==> config.mk <==
export PLATFORM = sky130hd
export DESIGN_NAME = vars_base_flat
export DESIGN_NICKNAME = d
export VERILOG_FILES = /design/src/rtl/vars_base_if.sv /design/src/rtl/vars_base.sv /design/src/flat_wrapper.sv
export SDC_FILE = /design/constraint.sdc
export NUM_CORES = 2
export LEC_CHECK = 0
export CORE_ASPECT_RATIO = 0.8
export CORE_UTILIZATION = 33
export CTS_BUF_LIST = sky130_fd_sc_hd__clkbuf_4 sky130_fd_sc_hd__clkbuf_8
export CTS_CLUSTER_DIAMETER = 80
export CTS_CLUSTER_SIZE = 12
export DETAILED_ROUTE_END_ITERATION = 10
export GPL_ROUTABILITY_DRIVEN = 0
export SLEW_MARGIN = 20
export SYNTH_ARGS = -nofsm -noshare
export SYNTH_HDL_FRONTEND = slang
export SYNTH_SLANG_ARGS = --single-unit
==> constraint.sdc <==
create_clock -name clk -period 5.9 [get_ports clk]
set_input_delay 1.18 -clock clk [delete_from_list [all_inputs] [get_ports clk]]
set_output_delay 1.18 -clock clk [all_outputs]
set_load 0.02 [all_outputs]
==> src/rtl/vars_base_if.sv <==
// Handshake bundle between the variable store of one bin and its decision/propagation partners.
// The slave view belongs to vars_base; the master view drives it.
interface vars_base_if #(
  parameter int NUM_BIN_VARS = 24,
  parameter int LEVEL_WIDTH  = 16,
  parameter int IDX_WIDTH    = 5
);
  logic                      run_i;
  logic                      start_decision_o;
  logic [NUM_BIN_VARS*3-1:0] vars_value_o;
  logic [NUM_BIN_VARS-1:0]   vars_decided_i;
  logic                      decision_done_i;
  logic [LEVEL_WIDTH-1:0]    cur_level_i;
  logic                      imply_valid_i;
  logic [IDX_WIDTH-1:0]      imply_idx_i;
  logic                      imply_value_i;
  logic                      imply_done_i;
  logic                      conflict_i;
  logic [LEVEL_WIDTH-1:0]    bkt_target_i;
  logic [LEVEL_WIDTH-1:0]    bkt_level_o;
  logic                      bkt_level_valid_o;
  logic                      sat_o;
  logic                      unsat_o;

  modport slave (
    input  run_i, vars_decided_i, decision_done_i, cur_level_i,
           imply_valid_i, imply_idx_i, imply_value_i, imply_done_i,
           conflict_i, bkt_target_i,
    output start_decision_o, vars_value_o, bkt_level_o, bkt_level_valid_o,
           sat_o, unsat_o
  );

  modport master (
    output run_i, vars_decided_i, decision_done_i, cur_level_i,
           imply_valid_i, imply_idx_i, imply_value_i, imply_done_i,
           conflict_i, bkt_target_i,
    input  start_decision_o, vars_value_o, bkt_level_o, bkt_level_valid_o,
           sat_o, unsat_o
  );
endinterface

==> src/rtl/vars_base.sv <==
// Variable-state store for one SAT bin: value/implied/level per variable, decision
// sequencing, implication absorption and level-based backtrack.
module vars_base #(
  parameter int NUM_BIN_VARS = 24,
  parameter int LEVEL_WIDTH  = 16,
  parameter int IDX_WIDTH    = 5
) (
  input  logic         clk,
  input  logic         rst,
  vars_base_if.slave   bus
);

  typedef enum logic [2:0] {
    S_IDLE, S_REQ, S_WAIT_DEC, S_PROP, S_BKT, S_SAT, S_UNSAT
  } state_t;

  state_t                 r_state;
  state_t                 w_next;
  logic [2:0]             r_var   [NUM_BIN_VARS];
  logic [LEVEL_WIDTH-1:0] r_level [NUM_BIN_VARS];
  logic [LEVEL_WIDTH-1:0] r_target;

  logic                   w_start;
  logic                   w_bkt_valid;
  logic                   w_clear_all;
  logic                   w_dec_hit;
  logic [IDX_WIDTH-1:0]   w_dec_idx;
  logic                   w_imply_ok;
  logic [NUM_BIN_VARS*3-1:0] w_vars;

  // Lowest-index zero in the decision vector; no hit means every var is assigned.
  always_comb begin
    // NOTE: every combinational output gets a default before any branch, so no latch is inferred.
    w_dec_hit = 1'b0;
    w_dec_idx = '0;
    for (int k = NUM_BIN_VARS - 1; k >= 0; k--) begin
      if (!bus.vars_decided_i[k]) begin
        w_dec_hit = 1'b1;
        w_dec_idx = IDX_WIDTH'(k);
      end
    end
  end

  always_comb begin
    w_imply_ok = 1'b0;
    if (bus.imply_valid_i && (int'(bus.imply_idx_i) < NUM_BIN_VARS))
      w_imply_ok = (r_var[bus.imply_idx_i][2:1] == 2'b00);
  end

  always_ff @(posedge clk or negedge rst) begin
    // NOTE: sequential state uses non-blocking assignments so every register samples pre-edge values.
    if (!rst) r_state <= S_IDLE;
    else      r_state <= w_next;
  end

  always_comb begin
    w_next      = r_state;
    w_start     = 1'b0;
    w_bkt_valid = 1'b0;
    w_clear_all = 1'b0;
    case (r_state)
      S_IDLE, S_SAT, S_UNSAT: begin
        if (bus.run_i) begin
          w_clear_all = 1'b1;
          w_next      = S_REQ;
        end
      end
      S_REQ: begin
        w_start = 1'b1;
        w_next  = S_WAIT_DEC;
      end
      S_WAIT_DEC: begin
        if (bus.decision_done_i)
          w_next = w_dec_hit ? S_PROP : S_SAT;
      end
      S_PROP: begin
        // A conflict takes priority over a simultaneous imply_done.
        if (bus.conflict_i)
          w_next = (bus.cur_level_i != '0) ? S_BKT : S_UNSAT;
        else if (bus.imply_done_i)
          w_next = S_REQ;
      end
      S_BKT: begin
        w_bkt_valid = 1'b1;
        w_next      = S_REQ;
      end
      default: w_next = S_IDLE;
    endcase
  end

  always_ff @(posedge clk or negedge rst) begin
    if (!rst) begin
      // NOTE: the var/level arrays are reset explicitly because reset must leave every var unassigned.
      for (int k = 0; k < NUM_BIN_VARS; k++) begin
        r_var[k]   <= '0;
        r_level[k] <= '0;
      end
      r_target <= '0;
    end else begin
      case (r_state)
        S_IDLE, S_SAT, S_UNSAT: begin
          if (w_clear_all) begin
            for (int k = 0; k < NUM_BIN_VARS; k++) begin
              r_var[k]   <= '0;
              r_level[k] <= '0;
            end
          end
        end
        S_WAIT_DEC: begin
          if (bus.decision_done_i && w_dec_hit) begin
            r_var[w_dec_idx]   <= 3'b100;
            r_level[w_dec_idx] <= bus.cur_level_i;
          end
        end
        S_PROP: begin
          if (w_imply_ok) begin
            r_var[bus.imply_idx_i]   <= {(bus.imply_value_i ? 2'b10 : 2'b01), 1'b1};
            r_level[bus.imply_idx_i] <= bus.cur_level_i;
          end
          if (bus.conflict_i)
            r_target <= bus.bkt_target_i;
        end
        S_BKT: begin
          for (int k = 0; k < NUM_BIN_VARS; k++) begin
            if (r_level[k] > r_target) begin
              r_var[k]   <= '0;
              r_level[k] <= '0;
            end
          end
        end
        default: ;
      endcase
    end
  end

  always_comb begin
    w_vars = '0;
    for (int k = 0; k < NUM_BIN_VARS; k++)
      w_vars[3*k +: 3] = r_var[k];
  end

  assign bus.vars_value_o      = w_vars;
  assign bus.start_decision_o  = w_start;
  assign bus.bkt_level_valid_o = w_bkt_valid;
  assign bus.bkt_level_o       = r_target;
  assign bus.sat_o             = (r_state == S_SAT);
  assign bus.unsat_o           = (r_state == S_UNSAT);

endmodule

==> src/flat_wrapper.sv <==
// flat-port wrapper written by rule: the top's interface ports become plain ports
module vars_base_flat 
#(
  parameter int NUM_BIN_VARS = 24,
  parameter int LEVEL_WIDTH  = 16,
  parameter int IDX_WIDTH    = 5
)
  (clk, rst, bus_run_i, bus_vars_decided_i, bus_decision_done_i, bus_cur_level_i, bus_imply_valid_i, bus_imply_idx_i, bus_imply_value_i, bus_imply_done_i, bus_conflict_i, bus_bkt_target_i, bus_start_decision_o, bus_vars_value_o, bus_bkt_level_o, bus_bkt_level_valid_o, bus_sat_o, bus_unsat_o);
  vars_base_if #(.NUM_BIN_VARS(NUM_BIN_VARS), .LEVEL_WIDTH(LEVEL_WIDTH), .IDX_WIDTH(IDX_WIDTH)) bus_i ();
  input  logic clk;
  input  logic rst;
  input wire logic [$bits(bus_i.run_i)-1:0] bus_run_i;
  input wire logic [$bits(bus_i.vars_decided_i)-1:0] bus_vars_decided_i;
  input wire logic [$bits(bus_i.decision_done_i)-1:0] bus_decision_done_i;
  input wire logic [$bits(bus_i.cur_level_i)-1:0] bus_cur_level_i;
  input wire logic [$bits(bus_i.imply_valid_i)-1:0] bus_imply_valid_i;
  input wire logic [$bits(bus_i.imply_idx_i)-1:0] bus_imply_idx_i;
  input wire logic [$bits(bus_i.imply_value_i)-1:0] bus_imply_value_i;
  input wire logic [$bits(bus_i.imply_done_i)-1:0] bus_imply_done_i;
  input wire logic [$bits(bus_i.conflict_i)-1:0] bus_conflict_i;
  input wire logic [$bits(bus_i.bkt_target_i)-1:0] bus_bkt_target_i;
  output wire logic [$bits(bus_i.start_decision_o)-1:0] bus_start_decision_o;
  output wire logic [$bits(bus_i.vars_value_o)-1:0] bus_vars_value_o;
  output wire logic [$bits(bus_i.bkt_level_o)-1:0] bus_bkt_level_o;
  output wire logic [$bits(bus_i.bkt_level_valid_o)-1:0] bus_bkt_level_valid_o;
  output wire logic [$bits(bus_i.sat_o)-1:0] bus_sat_o;
  output wire logic [$bits(bus_i.unsat_o)-1:0] bus_unsat_o;
  assign bus_i.run_i = bus_run_i;
  assign bus_i.vars_decided_i = bus_vars_decided_i;
  assign bus_i.decision_done_i = bus_decision_done_i;
  assign bus_i.cur_level_i = bus_cur_level_i;
  assign bus_i.imply_valid_i = bus_imply_valid_i;
  assign bus_i.imply_idx_i = bus_imply_idx_i;
  assign bus_i.imply_value_i = bus_imply_value_i;
  assign bus_i.imply_done_i = bus_imply_done_i;
  assign bus_i.conflict_i = bus_conflict_i;
  assign bus_i.bkt_target_i = bus_bkt_target_i;
  assign bus_start_decision_o = bus_i.start_decision_o;
  assign bus_vars_value_o = bus_i.vars_value_o;
  assign bus_bkt_level_o = bus_i.bkt_level_o;
  assign bus_bkt_level_valid_o = bus_i.bkt_level_valid_o;
  assign bus_sat_o = bus_i.sat_o;
  assign bus_unsat_o = bus_i.unsat_o;
  vars_base #(.NUM_BIN_VARS(NUM_BIN_VARS), .LEVEL_WIDTH(LEVEL_WIDTH), .IDX_WIDTH(IDX_WIDTH)) u_core (.clk(clk), .rst(rst), .bus(bus_i));
endmodule
======== Word-level counts from Yosys, hierarchy flattened ========
Index checks and enable logic that the tools add are counted.
storage, ports and cells
  latch bits .............................. 0
  ROM bits ................................ 0
  output and inout port bits .............. 92
  register bits after elaboration ......... 475
  memories kept ........................... 0
  word-level logic and storage cells ...... 286
  bits of input ports ..................... 69
  bits in writable memories ............... 0
cells by class
  reductions and logical operators ........ 35
  order comparisons ....................... 29
  shifts and indexed selects .............. 0
  eq/ne operators ......................... 36
  div/mod/pow operators ................... 0
  multipliers ............................. 0
  bitwise logic cells ..................... 5
  mux-type cells .......................... 131
  add/subtract/negate cells ............... 0
operators with widths
  kind                                                         count
  case mux 384 bit (4 select lines)                            1
  2-to-1 mux 384 bit                                           3
  bitwise mux 384 bit                                          2
  2-to-1 mux 16 bit                                            26
  > comparator 16 bit                                          24
  case mux 72 bit (4 select lines)                             1
  2-to-1 mux 72 bit                                            3
  demux 16 bit (select 5 bit)                                  2
  2-to-1 mux 5 bit                                             24
  AND reduction 5 bit                                          24
  2-to-1 mux 3 bit                                             33
  bitwise mux 72 bit                                           1
  inequality test 2 x 1 -> 1 bit (second input constant)       27
  AND 48 bit                                                   1
  NOT 48 bit                                                   1
  demux 3 bit (select 5 bit)                                   2
  2-to-1 mux 1 bit                                             29
  OR 24 bit                                                    1
  nonzero test 16 bit                                          1
  binary-select mux 3 bit (select 5 bit)                       1
  case mux 3 bit (5 select lines)                              1
  greater-or-equal comparator 6 bit (second input constant)    2
  less-than comparator 6 x 1 -> 1 bit (second input constant)  2
  NOT 5 -> 6 bit                                               2
  other kinds (14)                                             22

======== Depth between registers and ports, before layout ========
  depth after elaboration ................. 33
  depth in mapped cells ................... 15
  mapped depth without buffers ............ 10

======== Worst setup path after synthesis ========
No wires, ideal clock.
  path type ............................... input to register
  from .................................... input port bus_imply_idx_i[1]
  to ...................................... register u_core.r_var (netlist bit u_core.bus.vars_value_o[22])
  cell stages on the path ................. 13
  path slack .............................. 2.384 ns
  required time ........................... 5.779 ns
  path buffers ............................ 5
  setup time .............................. 0.121 ns
  arrival time ............................ 3.395 ns
  cells stage by stage .................... buf_4 > buf_6 > nor3_1 > a21oi_1 > nand3_1 > a41o_1 > and3b_1 > buf_2 > or3_4 > a221o_1 > buf_4 > buf_6 > a22o_1
between the ends
  cells in the longest elaborated chain, start to end .. 8
  elaborated cells on any way between the ends .. 18
  those cells by class .................... order compare: 3; eq/ne: 1; mux: 9; bitwise: 1; reduce/logical: 4
RTL lines
  what                                                                                   RTL line                           source
  start, declared                                                                        flat_wrapper.sv:17                 input wire logic [$bits(bus_i.imply_idx_i)-1:0] bus_imply_idx_i;
  NOT 5 -> 6 bit                                                                         vars_base.sv:47, vars_base.sv:117
  greater-or-equal comparator 6 bit (implied by the code), or another cell as far along  vars_base.sv:117                   r_var[bus.imply_idx_i] <= {(bus.imply_value_i ? 2'b10 : 2'b01), 1'b1};
  logical AND 1 bit (implied by the code) / 2-to-1 mux 3 bit (equally long branches)     vars_base.sv:117, vars_base.sv:47
  2-to-1 mux 3 bit, on equally long branches                                             vars_base.sv:117, vars_base.sv:47
  demux 3 bit (select 5 bit) / logical NOT 2 bit (equally long branches)                 vars_base.sv:117, vars_base.sv:47
  bitwise mux 72 bit / 2-to-1 mux 1 bit (equally long branches)                          vars_base.sv:117, vars_base.sv:46
  2-to-1 mux 72 bit / inequality test 2 x 1 -> 1 bit (equally long branches)             --
  case mux 72 bit (4 select lines) / AND reduction 5 bit (equally long branches)         --
  end signal, assigned by index                                                          vars_base.sv:117
  end, declared                                                                          vars_base.sv:19                    logic [2:0] r_var [NUM_BIN_VARS];
Parallel ways exist; a longest one is shown, timed or not. The select of a mux whose other input is x is not followed.
A chain may end at the register's enable or synchronous reset.

======== Final worst setup path ========
  from .................................... input port bus_imply_idx_i[1]
  to ...................................... register u_core.r_level[136] (netlist name)
between the ends
  cells in the longest elaborated chain, start to end .. 8
  elaborated cells on any way between the ends .. 18
  those cells by class .................... order compare: 3; eq/ne: 1; mux: 9; bitwise: 1; reduce/logical: 4
RTL lines
  what                                                                                   RTL line                           source
  NOT 5 -> 6 bit (implied by the code)                                                   vars_base.sv:47, vars_base.sv:118
  greater-or-equal comparator 6 bit (implied by the code), or another cell as far along  vars_base.sv:118                   r_level[bus.imply_idx_i] <= bus.cur_level_i;
  logical AND 1 bit (implied by the code) / 2-to-1 mux 3 bit (equally long branches)     vars_base.sv:118, vars_base.sv:47
  2-to-1 mux 16 bit (implied by the code) / 2-to-1 mux 3 bit (equally long branches)     vars_base.sv:118, vars_base.sv:47
  demux 16 bit (select 5 bit) / logical NOT 2 bit (equally long branches)                vars_base.sv:118, vars_base.sv:47
  bitwise mux 384 bit / 2-to-1 mux 1 bit (equally long branches)                         vars_base.sv:118, vars_base.sv:46
  2-to-1 mux 384 bit / inequality test 2 x 1 -> 1 bit (equally long branches)            --
  case mux 384 bit (4 select lines) / AND reduction 5 bit (equally long branches)        --
  end signal, assigned by index                                                          vars_base.sv:112                   r_level[w_dec_idx] <= bus.cur_level_i;
  end signal, assigned by index                                                          vars_base.sv:118
  end, declared                                                                          vars_base.sv:20                    logic [LEVEL_WIDTH-1:0] r_level [NUM_BIN_VARS];
Parallel ways exist; a longest one is shown, timed or not. The select of a mux whose other input is x is not followed.

==> impl_metrics.xml <==
<?xml version="1.0" encoding="UTF-8"?>
<metrics>
  <group name="grt">
    <metric name="largest_net_degree_at_the_start_of_global_routing" unit="">140</metric>
    <metric name="number_of_global_route_vias_before_repair" unit="">24400</metric>
    <metric name="grt_first_pass_wirelength" unit="um">165000</metric>
    <metric name="number_of_antenna_violations_at_the_first_check_in_global_routing" unit="">5</metric>
    <metric name="grt_met1_usage" unit="%">36.6</metric>
    <metric name="use_met2" unit="%">33.7</metric>
    <metric name="grt_remaining_overflow" unit="">0</metric>
    <metric name="gr-usage-met3" unit="%">8.07</metric>
    <metric name="gr-usage-all-layers" unit="%">24.9</metric>
    <metric name="grt-busiest-layer" unit="">met1</metric>
  </group>
  <group name="drt">
    <metric name="dr_total_vias" unit="">25800</metric>
    <metric name="detail_route.iter0.violations" unit="">3018</metric>
    <metric name="routed_wirelength" unit="um">113000</metric>
    <metric name="firstDrtPassIters" unit="">6</metric>
    <metric name="route.antenna.remaining_nets" unit="">0</metric>
    <metric name="route.detailed.vias_per_inst" unit="">6.07</metric>
    <metric name="routed_wire_length_per_instance" unit="um">26.5</metric>
    <metric name="remaining_drc_errors" unit="">0</metric>
  </group>
  <group name="status">
    <metric name="result_of_the_run" unit="">finished clean</metric>
  </group>
  <group name="final_layout">
    <metric name="finalNetCount" unit="">3507</metric>
    <metric name="drive_above_1_share" unit="%">7.42</metric>
    <metric name="area.growth.synth_to_final" unit="%">12.7</metric>
    <metric name="final.fill_count" unit="">8707</metric>
  </group>
  <group name="logic_synthesis">
    <metric name="synth.avg_cell_area" unit="sq um">9.97</metric>
    <metric name="netlist_instances" unit="">2928</metric>
    <metric name="complex_gate_fraction_of_the_synthesized_area" unit="%">25.5</metric>
    <metric name="synth_simple_gate_area_share" unit="%">12.3</metric>
    <metric name="yosys_register_bits" unit="">475</metric>
    <metric name="synthFlopType" unit="">sky130_fd_sc_hd__dfrtp_1</metric>
    <metric name="synth-seq-area-share" unit="%">40.7</metric>
    <metric name="synthMuxAreaShare" unit="%">1.31</metric>
    <metric name="main_combinational_cell_family_by_area_after_synthesis" unit="">compound AO/OA/AOI/OAI gates</metric>
    <metric name="yosys_warnings" unit="">0</metric>
    <metric name="number_of_flops_mapped_to_enable_cells_by_yosys" unit="">0</metric>
    <metric name="post_synth_net_total" unit="">3381</metric>
    <metric name="async_flop_share" unit="%">100</metric>
    <metric name="parity_gate_share_of_the_synthesized_area_counting_xor_and_xnor_cells" unit="%">0.0300</metric>
    <metric name="post_synth_num_cell_types" unit="">81</metric>
    <metric name="fraction_of_the_mapped_netlist_area_in_adder_cells" unit="%">16.5</metric>
    <metric name="netlist_area" unit="sq um">29200</metric>
  </group>
  <group name="clock_tree">
    <metric name="cts_setup_buffers" unit="">0</metric>
    <metric name="clock_latency_on_the_worst_skew_pair" unit="ps">690</metric>
    <metric name="h_tree_depth_reported_by_cts" unit="">2</metric>
    <metric name="clock_tree.buffer_depth" unit="">3</metric>
    <metric name="clk_pin_slew_worst_paths" unit="ps">90</metric>
    <metric name="hold_buffers" unit="">0</metric>
    <metric name="clock-sinks" unit="">475</metric>
    <metric name="post_cts.resized_instances" unit="">0</metric>
    <metric name="cts_root_buf" unit="">sky130_fd_sc_hd__clkbuf_8</metric>
    <metric name="cts_tree" unit="">built</metric>
    <metric name="cts_made_buffers" unit="">45</metric>
  </group>
  <group name="setup_path">
    <metric name="worstSetupPathType" unit="">in -&gt; reg</metric>
    <metric name="crit_arrival" unit="ps">5790</metric>
    <metric name="reg2reg_setup_slack" unit="ps">1310</metric>
    <metric name="crit_fanout" unit="">17</metric>
    <metric name="cp.required" unit="ps">6520</metric>
    <metric name="timing.critical_path.to_type" unit="">flop</metric>
    <metric name="timing.critical_path.from_type" unit="">input port</metric>
  </group>
  <group name="power_and_ir_drop">
    <metric name="total_power_of_the_final_layout" unit="mW">13.8</metric>
    <metric name="power_density" unit="nW/um^2">419</metric>
    <metric name="max-vdd-ir-drop" unit="V">0.000317</metric>
    <metric name="p_leak" unit="nW">14.9</metric>
  </group>
  <group name="die">
    <metric name="placement_rows" unit="">97</metric>
    <metric name="fp.dieH" unit="um">268</metric>
    <metric name="die_x" unit="um">335</metric>
    <metric name="floorplan.io_pins" unit="">161</metric>
    <metric name="floorplan_core_area" unit="sq um">87600</metric>
    <metric name="die_area" unit="sq um">89700</metric>
    <metric name="floorplan.initialDensity" unit="%">33.3</metric>
  </group>
  <group name="sta">
    <metric name="timing.final.crit_period" unit="ps">5170</metric>
    <metric name="setup_viol" unit="">0</metric>
    <metric name="fin_crit_sh" unit="%">87.6</metric>
    <metric name="worst_slew_pin_slew" unit="ps">1160</metric>
    <metric name="max_freq" unit="MHz">193</metric>
    <metric name="hold_viol_final" unit="">0</metric>
    <metric name="grt_setup_unrepaired" unit="">false</metric>
    <metric name="fin_worst_skew" unit="ps">37.7</metric>
    <metric name="slew_headroom" unit="%">22.6</metric>
    <metric name="final-max-slew-violation-count" unit="">0</metric>
    <metric name="timing.setup.tns" unit="ps">0</metric>
  </group>
  <group name="placed_design">
    <metric name="numPortBuffers" unit="">160</metric>
    <metric name="dpl.hpwl" unit="um">74700</metric>
  </group>
  <group name="job">
    <metric name="maxCapViolCount" unit="">0</metric>
  </group>
  <group name="min_path">
    <metric name="holdCritPathClass" unit="">in -&gt; async</metric>
  </group>
</metrics>
## synth_stat cells (22+ instances only)
| library cell | n | share of area [%] |
|---|---|---|
| sky130_fd_sc_hd__a211oi_1 | 24 | 0.62 |
| sky130_fd_sc_hd__a21o_1 | 25 | 0.64 |
| sky130_fd_sc_hd__a21oi_1 | 245 | 4.2 |
| sky130_fd_sc_hd__a22o_1 | 348 | 10 |
| sky130_fd_sc_hd__a31oi_1 | 25 | 0.54 |
| sky130_fd_sc_hd__buf_2 | 55 | 0.94 |
| sky130_fd_sc_hd__clkbuf_1 | 97 | 1.2 |
| sky130_fd_sc_hd__dfrtp_1 | 475 | 41 |
| sky130_fd_sc_hd__ha_1 | 384 | 16 |
| sky130_fd_sc_hd__inv_1 | 60 | 0.77 |
| sky130_fd_sc_hd__nand2_1 | 273 | 3.5 |
| sky130_fd_sc_hd__nand3_1 | 48 | 0.82 |
| sky130_fd_sc_hd__nand4_1 | 72 | 1.5 |
| sky130_fd_sc_hd__nor2_1 | 174 | 2.2 |
| sky130_fd_sc_hd__nor3_1 | 37 | 0.63 |
| sky130_fd_sc_hd__nor4_1 | 22 | 0.47 |
| sky130_fd_sc_hd__o211ai_1 | 23 | 0.59 |
| sky130_fd_sc_hd__o21ai_0 | 131 | 2.2 |
| sky130_fd_sc_hd__o2bb2ai_1 | 40 | 1.2 |
## routing by layer
metal  part of all wire, %  wire length [um]
met3                    12             13300
met5                 0.030                34
met2                    39             43800
met4                   3.6              4030
met1                    46             51500
## worst paths after layout
kind	end	startpoint	cells past startpoint
max	u_core.r_level[136]	bus_imply_idx_i[1]	10
min	u_core.r_level[301]	rst	1
max reg2reg	u_core.r_level[315]	u_core.bus.bkt_level_o[4]	11
min reg2reg	u_core.bus.vars_value_o[60]	u_core.bus.vars_value_o[60]	1
max in group asynchronous	u_core.r_level[66]	rst	2
min in group clk	u_core.bus.vars_value_o[60]	u_core.bus.vars_value_o[60]	1
## cell type report
class | instances | area, sq um | area share, %
well taps | 1188 | 1490 | 4.52
clock inverters | 2 | 37.5 | 0.114
flip-flops and latches | 475 | 11900 | 36.1
multi-input cells | 2208 | 16300 | 49.5
repair buffers | 262 | 2320 | 7.04
diodes | 1 | 2.50 | 0.00761
clock buffers | 49 | 662 | 2.01
inverters | 62 | 233 | 0.707
## cell families after synthesis
logic type	count (synthesis)
compound gates	1036
xor+xnor	1
fa+ha+maj	385
buf+inv	245
flops	475
mux	36
simple gates	750
## stage by stage
step,cells,instance area (sq um),hold WS [ps],worst slack (ps),utilization [%]
6_report,4247,32900,450,731,37.5
5_1_grt,4247,32900,508,749,37.5
4_1_cts,4246,32900,467,975,37.5
3_5_place_dp,4195,32200,480,279,36.7
3_3_place_gp,4195,32200,475,377,36.7
2_1_floorplan,2928,29200,466,2380,-
## cell usage in the layout, fill, tap and decap left out, types with 46 or more instances in the layout
cell type | synthesis | routed
sky130_fd_sc_hd__dfrtp_1 | 475 | 474
sky130_fd_sc_hd__nor2_1 | 174 | 168
sky130_fd_sc_hd__nand2_1 | 273 | 272
sky130_fd_sc_hd__a21oi_1 | 245 | 245
sky130_fd_sc_hd__nand3_1 | 48 | 48
sky130_fd_sc_hd__ha_1 | 384 | 384
sky130_fd_sc_hd__a22o_1 | 348 | 348
sky130_fd_sc_hd__clkbuf_8 | 0 | 47
sky130_fd_sc_hd__buf_4 | 10 | 100
sky130_fd_sc_hd__o21ai_0 | 131 | 131
sky130_fd_sc_hd__nand4_1 | 72 | 72
sky130_fd_sc_hd__clkdlybuf4s50_1 | 0 | 143
sky130_fd_sc_hd__inv_1 | 60 | 46
## power breakdown
group / internal (mW) / switching (mW)
clock: 0.769 / 1.21
sequential: 3.69 / 0.469
combinational: 2.39 / 5.24
## sequential cells by signal (all words and copies together) (netlist names)
signal,flops
u_core.r_level,384
u_core.bus.vars_value_o,72
u_core.bus.bkt_level_o,16
u_core.r_state,3
## critical path: stages
cell and delay, ps:
sky130_fd_sc_hd__clkdlybuf4s50_1 890, sky130_fd_sc_hd__buf_4 410, sky130_fd_sc_hd__nand2_1 120, sky130_fd_sc_hd__o22ai_1 110
sky130_fd_sc_hd__a31oi_1 220, sky130_fd_sc_hd__a41oi_1 210, sky130_fd_sc_hd__nor2_2 790, sky130_fd_sc_hd__nand3_1 530
sky130_fd_sc_hd__nor2_1 1030, sky130_fd_sc_hd__a22o_1 260
(Power assumes the default switching activity.)
